File: config.mk
export PLATFORM = sky130hd
export DESIGN_NAME = trap_ctrl
export DESIGN_NICKNAME = d
export VERILOG_FILES = /design/src/rtl/trap_ctrl.sv
export SDC_FILE = /design/constraint.sdc
export NUM_CORES = 1
export LEC_CHECK = 0
export ABC_AREA = 1
export CAP_MARGIN = 25
export CORE_ASPECT_RATIO = 1.25
export CORE_UTILIZATION = 38
export DETAILED_ROUTE_END_ITERATION = 7
export GPL_TIMING_DRIVEN = 0
export PLACE_DENSITY = 0.83
export SYNTH_ARGS = -nofsm -noshare
export SYNTH_HDL_FRONTEND = slang
export SYNTH_SLANG_ARGS = --single-unit
File: constraint.sdc
create_clock -name clk_i -period 1.9 [get_ports clk_i]
set_input_delay 0.38 -clock clk_i [delete_from_list [all_inputs] [get_ports clk_i]]
set_output_delay 0.38 -clock clk_i [all_outputs]
set_load 0.01 [all_outputs]
File: src/rtl/trap_ctrl.sv
`default_nettype none
// ============================================================================
// Module   : trap_ctrl
// Purpose  : Machine-mode trap sequencer. Arbitrates exceptions, level
//            machine interrupts and mret, then runs FLUSH -> SAVE -> REDIRECT
//            (trap) or FLUSH -> REDIRECT (mret). Computes the mtvec vectored
//            target for interrupts.
// Options  : TRAP_CTRL_WFI_EN adds wfi_valid_i and a WFI wait state.
// Revision : 1.0 - initial release
// ============================================================================

package core_pkg;
    localparam int XLEN = 32;
endpackage

module trap_ctrl
    import core_pkg::*;
#(
    parameter int IRQ_SYNC_STAGES = 2
) (
    input  logic            clk_i,
    input  logic            rst_i,
    input  logic            expt_valid_i,
    output logic            expt_ready_o,
    input  logic [4:0]      expt_cause_i,
    input  logic [XLEN-1:0] expt_pc_i,
    input  logic [XLEN-1:0] expt_tval_i,
    input  logic            mret_valid_i,
`ifdef TRAP_CTRL_WFI_EN
    input  logic            wfi_valid_i,
`endif
    input  logic            commit_valid_i,
    input  logic [XLEN-1:0] commit_pc_i,
    input  logic            irq_msw_i,
    input  logic            irq_mtimer_i,
    input  logic            irq_mext_i,
    input  logic            mstatus_mie_i,
    input  logic [XLEN-1:0] mie_i,
    input  logic [XLEN-1:0] mtvec_i,
    input  logic [XLEN-1:0] mepc_i,
    output logic            flush_o,
    output logic            csr_we_o,
    output logic [XLEN-1:0] mepc_o,
    output logic [XLEN-1:0] mcause_o,
    output logic [XLEN-1:0] mtval_o,
    output logic            mstatus_trap_o,
    output logic            mstatus_mret_o,
    output logic            redirect_valid_o,
    input  logic            redirect_ready_i,
    output logic [XLEN-1:0] redirect_pc_o,
    output logic            busy_o
);

    localparam logic [2:0] c_ST_IDLE     = 3'd0;
    localparam logic [2:0] c_ST_FLUSH    = 3'd1;
    localparam logic [2:0] c_ST_SAVE     = 3'd2;
    localparam logic [2:0] c_ST_REDIRECT = 3'd3;
`ifdef TRAP_CTRL_WFI_EN
    localparam logic [2:0] c_ST_WFI      = 3'd4;
`endif

    localparam logic [4:0] c_CODE_MSI = 5'd3;
    localparam logic [4:0] c_CODE_MTI = 5'd7;
    localparam logic [4:0] c_CODE_MEI = 5'd11;

    logic [2:0]      r_state;
    logic [XLEN-1:0] r_epc;
    logic [XLEN-1:0] r_cause;
    logic [XLEN-1:0] r_tval;
    logic [4:0]      r_code;
    logic            r_is_irq;
    logic            r_is_mret;

    // Raw irq vector ordered {MEI, MTI, MSI}
    logic [2:0] w_irq_raw;
    logic [2:0] w_irq_sync;
    assign w_irq_raw = {irq_mext_i, irq_mtimer_i, irq_msw_i};

    generate
        if (IRQ_SYNC_STAGES > 0) begin : g_sync
            logic [2:0] r_sync [IRQ_SYNC_STAGES];
            // Shift each irq level through the synchronizer chain
            always_ff @(posedge clk_i) begin
                if (rst_i) begin
                    for (int i = 0; i < IRQ_SYNC_STAGES; i++) begin
                        r_sync[i] <= '0;
                    end
                end else begin
                    r_sync[0] <= w_irq_raw;
                    for (int i = 1; i < IRQ_SYNC_STAGES; i++) begin
                        r_sync[i] <= r_sync[i-1];
                    end
                end
            end
            assign w_irq_sync = r_sync[IRQ_SYNC_STAGES-1];
        end else begin : g_nosync
            assign w_irq_sync = w_irq_raw;
        end
    endgenerate

    logic [2:0] w_pending;
    logic       w_any_pending;
    logic       w_irq_take;
    logic [4:0] w_irq_code;
    assign w_pending     = w_irq_sync & {mie_i[11], mie_i[7], mie_i[3]};
    assign w_any_pending = |w_pending;
    assign w_irq_take    = mstatus_mie_i & w_any_pending & commit_valid_i;

    // Fixed source priority: MEI, then MSI, then MTI
    always_comb begin
        w_irq_code = c_CODE_MTI;
        if (w_pending[2]) begin
            w_irq_code = c_CODE_MEI;
        end else if (w_pending[0]) begin
            w_irq_code = c_CODE_MSI;
        end
    end

    // Trap target: vectored mode adds 4*code for interrupts only
    logic [XLEN-1:0] w_base;
    logic [XLEN-1:0] w_trap_target;
    assign w_base        = {mtvec_i[XLEN-1:2], 2'b00};
    assign w_trap_target = (mtvec_i[1:0] == 2'b01 && r_is_irq)
                         ? w_base + {{(XLEN-7){1'b0}}, r_code, 2'b00}
                         : w_base;

    logic [XLEN-1:0] w_irq_cause;
    assign w_irq_cause = {1'b1, {(XLEN-6){1'b0}}, w_irq_code};

    assign expt_ready_o = (r_state == c_ST_IDLE);
    assign busy_o       = (r_state != c_ST_IDLE);

    // Sequencer with registered outputs; single-cycle pulses default to 0
    always_ff @(posedge clk_i) begin
        if (rst_i) begin
            r_state          <= c_ST_IDLE;
            r_epc            <= '0;
            r_cause          <= '0;
            r_tval           <= '0;
            r_code           <= '0;
            r_is_irq         <= 1'b0;
            r_is_mret        <= 1'b0;
            flush_o          <= 1'b0;
            csr_we_o         <= 1'b0;
            mstatus_trap_o   <= 1'b0;
            mstatus_mret_o   <= 1'b0;
            mepc_o           <= '0;
            mcause_o         <= '0;
            mtval_o          <= '0;
            redirect_valid_o <= 1'b0;
            redirect_pc_o    <= '0;
        end else begin
            flush_o        <= 1'b0;
            csr_we_o       <= 1'b0;
            mstatus_trap_o <= 1'b0;
            mstatus_mret_o <= 1'b0;
            mepc_o         <= '0;
            mcause_o       <= '0;
            mtval_o        <= '0;
            case (r_state)
                c_ST_IDLE: begin
                    if (expt_valid_i) begin
                        r_epc     <= expt_pc_i;
                        r_cause   <= {{(XLEN-5){1'b0}}, expt_cause_i};
                        r_tval    <= expt_tval_i;
                        r_code    <= expt_cause_i;
                        r_is_irq  <= 1'b0;
                        r_is_mret <= 1'b0;
                        flush_o   <= 1'b1;
                        r_state   <= c_ST_FLUSH;
                    end else if (w_irq_take) begin
                        r_epc     <= commit_pc_i;
                        r_cause   <= w_irq_cause;
                        r_tval    <= '0;
                        r_code    <= w_irq_code;
                        r_is_irq  <= 1'b1;
                        r_is_mret <= 1'b0;
                        flush_o   <= 1'b1;
                        r_state   <= c_ST_FLUSH;
                    end else if (mret_valid_i) begin
                        r_is_irq       <= 1'b0;
                        r_is_mret      <= 1'b1;
                        flush_o        <= 1'b1;
                        mstatus_mret_o <= 1'b1;
                        r_state        <= c_ST_FLUSH;
                    end
`ifdef TRAP_CTRL_WFI_EN
                    else if (wfi_valid_i) begin
                        r_state <= c_ST_WFI;
                    end
`endif
                end
                c_ST_FLUSH: begin
                    if (r_is_mret) begin
                        redirect_pc_o    <= {mepc_i[XLEN-1:1], 1'b0};
                        redirect_valid_o <= 1'b1;
                        r_state          <= c_ST_REDIRECT;
                    end else begin
                        csr_we_o       <= 1'b1;
                        mstatus_trap_o <= 1'b1;
                        mepc_o         <= {r_epc[XLEN-1:1], 1'b0};
                        mcause_o       <= r_cause;
                        mtval_o        <= r_tval;
                        r_state        <= c_ST_SAVE;
                    end
                end
                c_ST_SAVE: begin
                    redirect_pc_o    <= w_trap_target;
                    redirect_valid_o <= 1'b1;
                    r_state          <= c_ST_REDIRECT;
                end
                c_ST_REDIRECT: begin
                    if (redirect_ready_i) begin
                        redirect_valid_o <= 1'b0;
                        redirect_pc_o    <= '0;
                        r_state          <= c_ST_IDLE;
                    end
                end
`ifdef TRAP_CTRL_WFI_EN
                c_ST_WFI: begin
                    // Wake ignores the global enable; the trap itself does not
                    if (w_any_pending) begin
                        if (mstatus_mie_i) begin
                            r_epc     <= commit_pc_i;
                            r_cause   <= w_irq_cause;
                            r_tval    <= '0;
                            r_code    <= w_irq_code;
                            r_is_irq  <= 1'b1;
                            r_is_mret <= 1'b0;
                            flush_o   <= 1'b1;
                            r_state   <= c_ST_FLUSH;
                        end else begin
                            r_state <= c_ST_IDLE;
                        end
                    end
                end
`endif
                default: begin
                    r_state <= c_ST_IDLE;
                end
            endcase
        end
    end

    // Bits that are architecturally ignored here
    logic w_unused;
    assign w_unused = ^{mie_i[XLEN-1:12], mie_i[10:8], mie_i[6:4], mie_i[2:0],
                        mepc_i[0], r_epc[0]};

endmodule

`default_nettype wire
==> flow_summary.toml <==
[timing]
final_setup_violation_count = 0
hold_ws_ns = 0.330
finalClockSkew_ns = 0.0107
final_period_minus_worst_setup_slack_ns = 1.88
slew_headroom = 0.616
fin_max_slew_vios = 0
max_clock_freq_mhz = 531
final_hold_viol_count = 0
grt_setup_unrepaired = "yes"
period_share = 0.991
worst_slew_pin_slew_ns = 0.576

[yosys]
synthArstFlopShare = 0
synthesized_area_fraction_occupied_by_xor_and_xnor_cells = 0.00563
synth.top_cell.area_share = 0.471
post_synthesis_mux_area_share = 0
post_synth_main_area_contributors = "sky130_fd_sc_hd__dfxtp_1, sky130_fd_sc_hd__nand2_1, sky130_fd_sc_hd__a21oi_1"
yosys.area.top_type = "sky130_fd_sc_hd__dfxtp_1"
synthAdderAreaFrac = 0.0186
synth_compound_area_frac = 0.155
yosysWarnings = 0
yosys.area_share.simple = 0.230
dominant_combinational_cell_family_by_area_after_synthesis = "simple AND/OR/NAND/NOR gates"
synth_seq_area_share = 0.471
synth_cell_types = 40
synth-seq-cells = 183
synthFlopType = "sky130_fd_sc_hd__dfxtp_1"
synthCells = 1056
post_synth.cell_area_avg_um2 = 7.37
syn_area_um2 = 7780
post_synth_edffs = 0

[global_routing]
grt.total_usage = 0.239
globalRoute.totalOverflow = 0
grt_pass1_wl_mm = 38.5
grt_pass1_vias = 7664
grt_start_max_net_pins = 20
grt_antenna_before_repair = 2

[layout]
share_of_final_layout_standard_cells_stronger_than_drive_strength_1 = 0.111
nets = 1607
postLayoutCoreUtil = 0.594
area_delta_synth_final_pct = 53.5
post-route-cell-area_um2 = 11900
finish.cell_count_without_fillers = 1674

[power]
fin_total_pwr_mw = 13.7
p_leak_nw = 4.92
max_rail_drop_vdd_mv = 0.695
power_per_unit_of_standard_cell_area_nw_per_um2 = 1150

[placed_design]
routabilityCongestion = 0.931
dpl-instance-area_um2 = 11000
placedCellCount = 1633
port-buffer-count = 280
dpl.hpwl_mm = 19.5

[worst_setup_path]
worst_ep_required_time_ns = 2.21
worstPathArrival_ns = 2.19
worstSetupStartpointType = "flip-flop"
classification_of_the_worst_setup_path = "reg -> reg"
setup.worst_path.end_class = "flip-flop"
crit_fanout = 4

[clock_network]
cts.htree.levels = 4
clock_sink_count = 183
cts_inserted_buffers = 17
cts_tree = "built"
clock_tree.buffer_depth = 2
cts.clk_slew.worst_paths_ns = 0.07
worstSkewPairLatency_ns = 0.43
ctsRootBufferMaster = "sky130_fd_sc_hd__clkbuf_16"

[drt]
drt_first_iter_violations = 379
detail_route.drc_violations = 0
postRouteAntennaNets = 0
detailroute.via_count = 8059
detail_route.wl_per_cell_um = 15.3
dr.pass1.iters = 7
viasPerCell = 4.81
detailed_route_wire_length_mm = 25.7

[die]
num_io_pins = 342
fp.dieW_um = 130
placeableCoreArea_um2 = 20100
floorplan.die_area_um2 = 21100
dieHeight_um = 162
initial_utilization = 0.387
row_count = 58

[outcome]
run_status = "complete, no violations"

[flow_run]
maxCapViolCount = 0

[min_path]
min_path_type = "in -> reg"
repair_timing:
item | in CTS | in global routing
gates resized for setup | 24 | 55
setup endpoints to repair | 131 | 44
hold endpoints to repair | 0 | 0
hold buffers | 0 | 0
setup buffers | 4 | 4
pin swaps | 4 | 7
flip-flops by register name, indices dropped and copies added (netlist names):
signal / flops
r_code: 4
flush_o: 1
r_is_irq: 1
mepc_o: 31
r_cause: 2
mcause_o: 6
redirect_pc_o: 31
mstatus_trap_o: 1
g_sync.r_sync: 6
r_epc: 31
r_is_mret: 1
redirect_valid_o: 1
r_tval: 32
r_state: 2
mtval_o: 32
mstatus_mret_o: 1
worst max-delay path, stage by stage, from the launching register on:
cell                       delay (ns)
sky130_fd_sc_hd__dfxtp_4         0.36
sky130_fd_sc_hd__ha_4            0.16
sky130_fd_sc_hd__fa_2            0.35
sky130_fd_sc_hd__nand2_2         0.07
sky130_fd_sc_hd__nand2_1         0.05
sky130_fd_sc_hd__nand2_1         0.08
sky130_fd_sc_hd__nand2_2         0.08
sky130_fd_sc_hd__nand2_2         0.11
sky130_fd_sc_hd__nand2_4         0.08
sky130_fd_sc_hd__buf_4           0.15
sky130_fd_sc_hd__nand2_4         0.06
sky130_fd_sc_hd__o21ai_1         0.06
sky130_fd_sc_hd__o211ai_1        0.09
sky130_fd_sc_hd__a21oi_1         0.09
area by class of cell:
class                           instances  area (um2)
Antenna cell                            2        5.00
Sequential cell                       183        3670
Tap cell                              270         338
Clock buffer                           18         439
Buffer                                 80         453
Timing Repair Buffer                  288        2880
Inverter                              131         493
Fill cell                            1772        8160
Clock inverter                         14         181
Multi-Input combinational cell        688        3480
cells in the final DEF (no fill, tap or decap), types with 4 or more instances in the layout:
cell / synthesis / layout
sky130_fd_sc_hd__nor2_4: 0 / 4
sky130_fd_sc_hd__o211ai_1: 4 / 4
sky130_fd_sc_hd__nand2_1: 236 / 230
sky130_fd_sc_hd__nor3_1: 6 / 6
sky130_fd_sc_hd__buf_4: 32 / 38
sky130_fd_sc_hd__nand3_1: 42 / 35
sky130_fd_sc_hd__clkbuf_1: 32 / 22
sky130_fd_sc_hd__nand4_1: 8 / 8
sky130_fd_sc_hd__nand2_4: 3 / 6
sky130_fd_sc_hd__clkbuf_2: 1 / 9
sky130_fd_sc_hd__conb_1: 1 / 28
sky130_fd_sc_hd__buf_2: 13 / 14
sky130_fd_sc_hd__ha_4: 0 / 5
sky130_fd_sc_hd__dlymetal6s2s_1: 0 / 4
sky130_fd_sc_hd__nand3b_1: 4 / 4
sky130_fd_sc_hd__a21oi_2: 2 / 4
sky130_fd_sc_hd__o21ai_0: 72 / 72
sky130_fd_sc_hd__nand2_2: 5 / 8
sky130_fd_sc_hd__clkinv_8: 0 / 4
sky130_fd_sc_hd__nand3_2: 3 / 8
sky130_fd_sc_hd__clkdlybuf4s50_1: 0 / 273
sky130_fd_sc_hd__dfxtp_1: 183 / 179
sky130_fd_sc_hd__inv_1: 126 / 123
sky130_fd_sc_hd__ha_1: 10 / 4
sky130_fd_sc_hd__nor2_1: 105 / 99
sky130_fd_sc_hd__a31oi_1: 31 / 31
sky130_fd_sc_hd__a21oi_1: 106 / 104
sky130_fd_sc_hd__inv_8: 0 / 4
sky130_fd_sc_hd__clkbuf_16: 0 / 17
sky130_fd_sc_hd__inv_2: 3 / 6
cells by family after synthesis:
logic type	after synthesis
AND/OR/NAND/NOR	419
AO/OA/AOI/OAI	225
buffers and inverters	212
flip-flops	183
adder cells (fa/ha/maj)	11
XOR/XNOR	5
other	1
stage by stage:
step                      setup slack [ns]  setup TNS (ns)
after detailed placement            -0.686          -34.20
after global placement              -0.604          -32.70
final                               0.0178               0
after global routing                -0.105          -0.831
after CTS                          0.00542               0
after floorplan                     0.0315               0
layer usage:
layer  part of all wire  GRT usage  vias up
li1                   -          -     3982
met2               0.51      0.431      312
met3              0.064     0.0461       61
met1               0.39      0.262     3704
met5                  0          0        -
met4              0.038      0.119        0
synth_stat cells, types with 4 or more instances:
library cell	number
sky130_fd_sc_hd__a21oi_1	106
sky130_fd_sc_hd__a31oi_1	31
sky130_fd_sc_hd__buf_2	13
sky130_fd_sc_hd__buf_4	32
sky130_fd_sc_hd__clkbuf_1	32
sky130_fd_sc_hd__dfxtp_1	183
sky130_fd_sc_hd__ha_1	10
sky130_fd_sc_hd__inv_1	126
sky130_fd_sc_hd__nand2_1	236
sky130_fd_sc_hd__nand2_2	5
sky130_fd_sc_hd__nand3_1	42
sky130_fd_sc_hd__nand3b_1	4
sky130_fd_sc_hd__nand4_1	8
sky130_fd_sc_hd__nor2_1	105
sky130_fd_sc_hd__nor3_1	6
sky130_fd_sc_hd__o211ai_1	4
sky130_fd_sc_hd__o21ai_0	72
sky130_fd_sc_hd__xnor2_1	4
power breakdown:
group / total (mW) / switching [mW] / internal, mW
Combinational: 5.01 / 2.81 / 2.20
Sequential: 5.09 / 0.436 / 4.66
Clock: 3.62 / 1.69 / 1.93
path summary, 6_finish.rpt:
| kind | start | to | slack, ns | cells after the start |
|---|---|---|---|---|
| min | rst_i | r_tval[31] | 0.33 | 2 |
| max reg2reg | r_code[0] | redirect_pc_o[10] | 0.02 | 13 |
| max | r_code[0] | redirect_pc_o[10] | 0.02 | 13 |
| min reg2reg | g_sync.r_sync[0][2] | g_sync.r_sync[0][5] | 0.41 | 2 |
Note: power is estimated with default switching activity, not from simulation.
